**config.mk**
```make
export PLATFORM = sky130hd
export DESIGN_NAME = vid_line_out
export DESIGN_NICKNAME = d
export VERILOG_FILES = /design/src/rtl/vid_line_out.sv
export SDC_FILE = /design/constraint.sdc
export NUM_CORES = 1
export LEC_CHECK = 0
export ABC_AREA = 1
export BUFFER_PORTS_ARGS = -buffer_cell sky130_fd_sc_hd__clkbuf_2
export CORE_MARGIN = 2
export CORE_UTILIZATION = 48
export CTS_BUF_LIST = sky130_fd_sc_hd__clkbuf_4 sky130_fd_sc_hd__clkbuf_8
export DETAILED_ROUTE_END_ITERATION = 12
export PLACE_DENSITY_LB_ADDON = 0.12
export REMOVE_ABC_BUFFERS = 1
export SLEW_MARGIN = 20
export SYNTH_ARGS = -nofsm -noshare
export SYNTH_HDL_FRONTEND = slang
export SYNTH_SLANG_ARGS = --single-unit
export TNS_END_PERCENT = 10
```
**constraint.sdc**
```tcl
create_clock -name clk -period 5.1 [get_ports clk]
set_input_delay 0.51 -clock clk [delete_from_list [all_inputs] [get_ports clk]]
set_output_delay 0.51 -clock clk [all_outputs]
set_load 0.02 [all_outputs]
```
**src/rtl/vid_line_out.sv**
```systemverilog
// vid_line_out: streams one line of 32-bit 4:2:2 pixel pairs from line memory as valid/ready bytes.
// Optional BT.656 SAV/EAV framing around the pixel bytes is enabled by defining VID_LINE_OUT_BT656_EN.
module vid_line_out #(
  parameter int PAIRS_W = 9
) (
  input  logic               clk,
  input  logic               rst_n,
  input  logic               start,
  input  logic               buf_sel,
  input  logic [PAIRS_W-1:0] len,
  input  logic [1:0]         fvh,
  output logic               mem_buf_0,
  output logic [PAIRS_W-1:0] mem_pix_0,
  input  logic [31:0]        mem_data_1,
  output logic [7:0]         out_data,
  output logic               out_valid,
  input  logic               out_ready,
  output logic               out_first,
  output logic               out_last,
  output logic               busy,
  output logic               done
);

`ifdef VID_LINE_OUT_BT656_EN
  localparam bit FRAMED = 1'b1;
  logic [1:0] fvh_reg;

  function automatic logic [7:0] code_byte(input logic [1:0] idx, input logic [1:0] fv, input logic h);
    logic f;
    logic v;
    f = fv[1];
    v = fv[0];
    case (idx)
      2'd0:    code_byte = 8'hFF;
      2'd3:    code_byte = {1'b1, f, v, h, v ^ h, f ^ h, f ^ v, f ^ v ^ h};
      default: code_byte = 8'h00;
    endcase
  endfunction
`else
  localparam bit FRAMED = 1'b0;
  logic unused_fvh;
  assign unused_fvh = ^fvh;
`endif

  typedef enum logic [2:0] {IDLE, SAV, DATA, EAV, DONE} state_t;
  state_t state_reg;

  logic [PAIRS_W-1:0] reads_left_reg;
  logic [PAIRS_W-1:0] pops_left_reg;
  logic               rd_vld_reg;
  logic [31:0]        fifo_mem [2];
  logic               wr_ptr_reg;
  logic               rd_ptr_reg;
  logic [1:0]         fifo_cnt_reg;
  logic [23:0]        word_reg;
  logic [1:0]         byte_idx_reg;
  logic               last_word_reg;
  logic               first_pend_reg;

  logic        hs;
  logic        head_avail;
  logic [31:0] head_word;
  logic        want_word;
  logic        take;
  logic        push;
  logic        pop;
  logic        issue;

  assign hs         = out_valid & out_ready;
  assign head_avail = (fifo_cnt_reg != 2'd0) | rd_vld_reg;
  // An empty FIFO lets the returning read bypass straight into the serializer.
  assign head_word  = (fifo_cnt_reg != 2'd0) ? fifo_mem[rd_ptr_reg] : mem_data_1;
  assign want_word  = (pops_left_reg != '0) &&
                      (((state_reg == DATA) && (!out_valid || (out_ready && byte_idx_reg == 2'd3))) ||
                       ((state_reg == SAV) && hs && byte_idx_reg == 2'd3));
  assign take       = want_word & head_avail;
  assign pop        = take & (fifo_cnt_reg != 2'd0);
  assign push       = rd_vld_reg & ~(take & (fifo_cnt_reg == 2'd0));
  assign issue      = ((state_reg == SAV) || (state_reg == DATA) || (state_reg == EAV)) &&
                      (reads_left_reg != '0) &&
                      (({1'b0, fifo_cnt_reg} + {2'b00, rd_vld_reg}) < 3'd2);

  always_ff @(posedge clk) begin
    if (push) fifo_mem[wr_ptr_reg] <= mem_data_1;
  end

  always_ff @(posedge clk or negedge rst_n) begin
    if (!rst_n) begin
      state_reg      <= IDLE;
      reads_left_reg <= '0;
      pops_left_reg  <= '0;
      rd_vld_reg     <= 1'b0;
      wr_ptr_reg     <= 1'b0;
      rd_ptr_reg     <= 1'b0;
      fifo_cnt_reg   <= 2'd0;
      word_reg       <= '0;
      byte_idx_reg   <= 2'd0;
      last_word_reg  <= 1'b0;
      first_pend_reg <= 1'b0;
      mem_buf_0      <= 1'b0;
      mem_pix_0      <= '0;
      out_data       <= 8'h00;
      out_valid      <= 1'b0;
      out_first      <= 1'b0;
      out_last       <= 1'b0;
      busy           <= 1'b0;
      done           <= 1'b0;
`ifdef VID_LINE_OUT_BT656_EN
      fvh_reg        <= 2'b00;
`endif
    end else begin
      done       <= 1'b0;
      rd_vld_reg <= issue;
      if (issue) begin
        reads_left_reg <= reads_left_reg - PAIRS_W'(1);
        if (reads_left_reg != PAIRS_W'(1)) mem_pix_0 <= mem_pix_0 + PAIRS_W'(1);
      end
      if (push) wr_ptr_reg <= ~wr_ptr_reg;
      if (pop)  rd_ptr_reg <= ~rd_ptr_reg;
      fifo_cnt_reg <= fifo_cnt_reg + {1'b0, push} - {1'b0, pop};

      case (state_reg)
        IDLE: if (start) begin
          mem_buf_0      <= buf_sel;
          mem_pix_0      <= '0;
          reads_left_reg <= len;
          pops_left_reg  <= len;
          wr_ptr_reg     <= 1'b0;
          rd_ptr_reg     <= 1'b0;
          fifo_cnt_reg   <= 2'd0;
          busy           <= 1'b1;
`ifdef VID_LINE_OUT_BT656_EN
          fvh_reg        <= fvh;
          state_reg      <= SAV;
          out_valid      <= 1'b1;
          out_data       <= 8'hFF;
          out_first      <= 1'b1;
          byte_idx_reg   <= 2'd0;
`else
          first_pend_reg <= 1'b1;
          if (len == '0) begin
            state_reg <= DONE;
            done      <= 1'b1;
          end else begin
            state_reg <= DATA;
          end
`endif
        end
`ifdef VID_LINE_OUT_BT656_EN
        SAV: if (hs) begin
          out_first <= 1'b0;
          if (byte_idx_reg != 2'd3) begin
            byte_idx_reg <= byte_idx_reg + 2'd1;
            out_data     <= code_byte(byte_idx_reg + 2'd1, fvh_reg, 1'b0);
          end else if (pops_left_reg == '0) begin
            state_reg    <= EAV;
            out_data     <= 8'hFF;
            byte_idx_reg <= 2'd0;
          end else begin
            state_reg <= DATA;
            out_valid <= 1'b0;
          end
        end
        EAV: if (hs) begin
          if (byte_idx_reg != 2'd3) begin
            byte_idx_reg <= byte_idx_reg + 2'd1;
            out_data     <= code_byte(byte_idx_reg + 2'd1, fvh_reg, 1'b1);
            out_last     <= (byte_idx_reg == 2'd2);
          end else begin
            state_reg <= DONE;
            out_valid <= 1'b0;
            out_last  <= 1'b0;
            done      <= 1'b1;
          end
        end
`endif
        DATA: if (hs && !take) begin
          out_first <= 1'b0;
          if (byte_idx_reg != 2'd3) begin
            byte_idx_reg <= byte_idx_reg + 2'd1;
            out_data     <= word_reg[{byte_idx_reg, 3'b000} +: 8];
            out_last     <= !FRAMED && last_word_reg && (byte_idx_reg == 2'd2);
          end else if (last_word_reg) begin
            out_last <= 1'b0;
`ifdef VID_LINE_OUT_BT656_EN
            state_reg    <= EAV;
            out_data     <= 8'hFF;
            byte_idx_reg <= 2'd0;
`else
            state_reg <= DONE;
            out_valid <= 1'b0;
            done      <= 1'b1;
`endif
          end else begin
            out_valid <= 1'b0;
          end
        end
        DONE: begin
          state_reg <= IDLE;
          busy      <= 1'b0;
        end
        default: state_reg <= IDLE;
      endcase

      // Serializer load: byte 0 goes out now, bytes 1..3 are kept for the following handshakes.
      if (take) begin
        word_reg       <= head_word[31:8];
        out_data       <= head_word[7:0];
        out_valid      <= 1'b1;
        out_first      <= first_pend_reg;
        out_last       <= 1'b0;
        byte_idx_reg   <= 2'd0;
        pops_left_reg  <= pops_left_reg - PAIRS_W'(1);
        last_word_reg  <= (pops_left_reg == PAIRS_W'(1));
        first_pend_reg <= 1'b0;
      end
    end
  end

endmodule

```
After elaboration in Yosys (flattened, before gate mapping). Memory sizes are Yosys's and may differ from the RTL's. Cells that the tools add are included.

$add $sub $neg: 7. Magnitude comparators: 1. Equality and inequality tests: 14. Shift operators: 1. Mux-type cells: 57. Bitwise gates (word level): 9. Reductions and logical operators: 36.

Operators by type and width (count): 9-bit 2-to-1 mux (10); 32-bit 2-to-1 mux (1); 8-bit 2-to-1 mux (4); 1-bit 2-to-1 mux (28); 24-bit by 6-bit variable part select with 8-bit output (1); 9-bit nonzero test (2); 9-bit by 1-bit subtractor with 9-bit output (second input constant) (2); 3-bit 2-to-1 mux (5); 2-bit nonzero test (7); 2-bit 2-to-1 mux (6); 2-bit inequality test (second input constant) (5); 9-bit by 1-bit adder with 9-bit output (second input constant) (1); 9-bit by 1-bit equality test with 1-bit output (second input constant) (1); 1-bit logical AND (9); 9-bit logical NOT (1); 9-bit by 1-bit inequality test with 1-bit output (second input constant) (1); 3-bit AND reduction (3); 2-bit AND reduction (4); 3-bit by 2-bit equality test with 1-bit output (second input constant) (2); 3-bit case mux with 2 select lines (1); 1-bit AND (5); 2-bit equality test (second input constant) (2); 1-bit logical OR (4); 1-bit case mux with 2 select lines (2); other kinds (15) (18).

Register bits: 77. RAM bits: 64. Memories kept: 1.

Memories: fifo_mem (depth 2, bits a word 32, rd ports 1, clocked after Yosys merged registers in 0, write ports 1, line 51) `logic [31:0] fifo_mem [2];`.

Depth between registers and ports, before layout.
Depth after elaboration: 14. Gate-level depth with buffers: 14.

Worst setup path after synthesis. No wires, ideal clock.

Path kind: register to register. From: register byte_idx_reg[1]. To: memory fifo_mem[1][0] (enable). Setup time: 0.392 ns. Arrival time: 2.197 ns. Required time: 4.708 ns. Path slack: 2.511 ns. Cell stages (with the launch flop): 11. Path buffers: 1. Period minus slack after synthesis: 2.589 ns. Cell sequence: dfrtp_1 -> ha_1 -> a21oi_1 -> nor2_4 -> nand2_2 -> buf_6 -> nor2_8 -> inv_1 -> nand2_1 -> inv_1 -> ha_1.

Cells in the longest elaborated chain, start to end: 12. Elaborated cells on any way between the ends: 13.

Ends and longest elaborated chain: start: declaration (line 56) `logic [1:0] byte_idx_reg;`; start signal: assignment (line 180) `byte_idx_reg <= byte_idx_reg + 2'd1;`; 2-bit equality test (*) (line 74, 75); 1-bit logical AND (line 74) `(((state_reg == DATA) && (!out_valid || (out_ready && byte_idx_reg == 2'd3))) ||`; 1-bit logical OR (line 74); 1-bit logical AND (line 74); 1-bit logical OR (*) (line 74); 1-bit logical AND (*) (line 73) `assign want_word = (pops_left_reg != '0) &&`; 1-bit AND (*) (line 76) `assign take = want_word & head_avail;`; 1-bit AND (*) (line 78) `assign push = rd_vld_reg & ~(take & (fifo_cnt_reg == 2'd0));`; 1-bit NOT (*) (line 78); 1-bit AND (*) (line 78); 1-bit 2-to-1 mux (*) (line 84) `if (push) fifo_mem[wr_ptr_reg] <= mem_data_1;`; 1-bit 2-to-1 mux (not written as such) (*) (line 84); end: declaration (line 51).

Mark *: on every way between the ends. The rest lies on a longest branch, timed or not.

Worst setup path in the final report.
From: register fifo_cnt_reg[1]. To: memory fifo_mem[0][11] (enable).

Cells in the longest elaborated chain, start to end: 8. Elaborated cells on any way between the ends: 9.

Ends and longest elaborated chain: start: declaration (line 54) `logic [1:0] fifo_cnt_reg;`; start signal: assignment (line 120) `fifo_cnt_reg <= fifo_cnt_reg + {1'b0, push} - {1'b0, pop};`; 2-bit nonzero test (line 70) `assign head_avail = (fifo_cnt_reg != 2'd0) | rd_vld_reg;`; 1-bit OR (line 70); 1-bit AND (line 76); 1-bit AND (*) (line 78); 1-bit NOT (*) (line 78); 1-bit AND (*) (line 78); 1-bit 2-to-1 mux (*) (line 84); 1-bit 2-to-1 mux (not written as such) (*) (line 84).

Marks and branches as above.

==> impl_metrics.ini <==
[grt]
grt_usage = 0.214
grt_max_degree = 77
grt_pass1_vias = 4946
grt_overflow = 0
antenna_found_initial = 0
grt_pass1_wl_microns = 24300

[synthesis]
synth_simple_gate_area_frac = 0.228
synth_top_family_by_area = simple AND/OR/NAND/NOR gates
synth-compound-area-share = 0.0956
synth-xor-area-share = 0.0145
yosys.area.top_type = edfxtp_1
synth_top_area_share = 0.289
synth_edf_count = 64
synth_adder_area_share = 0.0226
synthArstFlopShare = 0.543
yosys_warnings = 0
ys_ff_latch = 140
synthesis.area_sq_um = 6650
synthTopCellsByArea = edfxtp_1 (29%), dfrtp_1 (29%), nand2_1 (14%)
synthFlopType = dfrtp_1
synthesis.instances = 730
synth_seq_area_share = 0.575
synth_area_per_cell_sq_um = 9.11
synthDistinctLibCells = 37
synthMuxAreaShare = 0.0120

[worst_setup_path]
start_kind = flop
crit_buf_inv = 4
crit_required_ps = 5190
cp_max_fo = 54
criticalPathCategory = reg2reg
r2r_slack_ps = 1790
crit_top_cell = inv_1
crit_chain = inv_1 > nand2_1 > o21ai_2 > nor2_4 > nand2_2 > nor2_8 > inv_1 > nand2_1 > inv_1 > ha_1 > buf_4
slowest_delay_ps = 700
cp.arrival_ps = 3390
cp_slowest_cell = nand2_2
r2r_cells = 11
cp_top_family = simple AND/OR/NAND/NOR gates
timing.rr.start = fifo_cnt_reg[1]
end_kind = flop
reg2reg_to = fifo_mem[0][11]

[routing]
ant_nets = 0
wl_microns = 14700
wl_per_cell_microns = 14.9
detail_route.vias_per_cell = 5.18
drc = 0
vias = 5100
drt_iter0_markers = 270
first_pass_iters = 5

[floorplanning]
core.rowCount = 43
die_area_sq_um = 14800
io_pins = 71
fp.coreArea_sq_um = 13700
dieHeight_microns = 122
die_w_microns = 122
start_util = 0.485

[sta]
hold_slack_ps = 75.2
worstMarginPinSlew_ps = 985
slew_headroom = 0.341
slew_violations = 0
fmax_mhz = 302
rsz0062_at_grt = false
setup_viol = 0
hold_violations = 0
fin_skew_ps = 9.03
fin_setup_tns_ps = 0
period_share = 0.648
fin_ws_ps = 1790
fin_crit_ps = 3310

[run]
maxCapViolations = 0

[clock_tree]
cts_hold_buf = 0
ctsHtreeMaxLevel = 4
tritoncts = yes
clk_latency_ps = 450
post-cts-setup-buffer-count = 0
path_clk_slew_ps = 80
cts_resized = 0
max-clock-path-buffers = 2
cts_buffers = 17
clock-sinks = 140
root_buffer = clkbuf_8

[power]
leakage_nw = 3.49
p_per_area_nw_per_um2 = 635
peakVddDrop_v = 0.000308

[cells_and_area]
fillers = 1276
final_area_sq_um = 7520
largest_reg_flops = 64
drive_gt1_frac = 0.153
nets = 852
antenna-diode-count = 0
multi_input_area_sq_um = 2480
area_growth_pct = 13.0
seqCellArea_sq_um = 3820
instances_no_fill = 985

[placement]
io_buffers = 68
place_hpwl_microns = 9460
dp_cells = 953
placed_cell_area_sq_um = 7090
gp_congestion = 0.841
dp_slack_ps = 1790

[hold_path]
worstHoldPathType = in2async

[outcome]
status = finished clean
==> how the worst max path moves through the flow <==
stage                     depth (start not counted)       startpoint  slack, ps               to
final                                            11  fifo_cnt_reg[1]       1790  fifo_mem[0][11]
after global placement                           10  byte_idx_reg[1]       1860  fifo_mem[1][25]
after global routing                             11  fifo_cnt_reg[1]       1520   fifo_mem[1][6]
after floorplan                                   9  byte_idx_reg[1]       1820   fifo_mem[1][0]
after detailed placement                         11  fifo_cnt_reg[1]       1790  fifo_mem[1][25]
after CTS                                        11  fifo_cnt_reg[1]       1770   fifo_mem[1][6]
==> cells by family (layout without fill, tap and decap cells) <==
kind of cell             count (synthesis)  count (layout)
adder cells (fa/ha/maj)                 12              12
AND/OR/NAND/NOR                        367             367
buffers and inverters                   78             153
flip-flops                             140             140
XOR/XNOR                                11              11
AO/OA/AOI/OAI                          114             114
multiplexers                             8               8
==> report_power, final <==
group	switching, mW	internal [mW]
Sequential	0.256	1.63
Clock	0.427	0.518
Combinational	1.30	0.634
==> worst register-to-register path, stage by stage (launching register included) <==
cell	delay, ps
dfrtp_1	410
inv_1	90
nand2_1	420
o21ai_2	340
nor2_4	60
nand2_2	700
nor2_8	110
inv_1	100
nand2_1	70
inv_1	90
ha_1	140
buf_4	430
==> cell usage in the layout (no fill, tap or decap), types with 5 or more instances in the layout <==
cell / count
xor2_1: 8
buf_4: 6
o21ai_0: 31
edfxtp_1: 64
a21oi_1: 42
nand4_1: 5
nand3_1: 38
dfrtp_1: 76
inv_1: 42
o31ai_1: 10
mux2i_1: 8
o211ai_1: 10
ha_1: 12
clkbuf_2: 67
nor2_1: 52
nor3_1: 6
o21ai_1: 16
clkbuf_8: 18
nand2_1: 252
==> stage by stage <==
step | power [mW] | util
2_1_floorplan | 3.25 | -
3_3_place_gp | 3.79 | 0.517
3_5_place_dp | 3.85 | 0.517
4_1_cts | 4.81 | 0.548
5_1_grt | 5.18 | 0.548
6_report | 4.77 | 0.548
==> cell usage after synthesis, types with 11 or more instances <==
cell type and number:
nand3_1 38, o21ai_1 16, dfrtp_1 76, buf_2 12, edfxtp_1 64, a21oi_1 42
nor2_1 52, inv_1 42, ha_1 12, nand2_1 252, o21ai_0 31, clkbuf_1 11
==> metal layers <==
metal / global-route usage / wire length (microns)
met2: 0.355 / 7120
met5: 0 / 0
met3: 0.0534 / 669
met1: 0.279 / 6670
met4: 0.0682 / 196
==> layout make-up <==
class                      count  area share
clock buffer                  22      0.0370
clock inverter                10      0.0188
inverter                      47      0.0235
multi-input combinational    512       0.330
sequential                   140       0.509
tap                          180      0.0300
timing repair buffer          74      0.0521
Note: power is estimated with default switching activity, not from simulation.
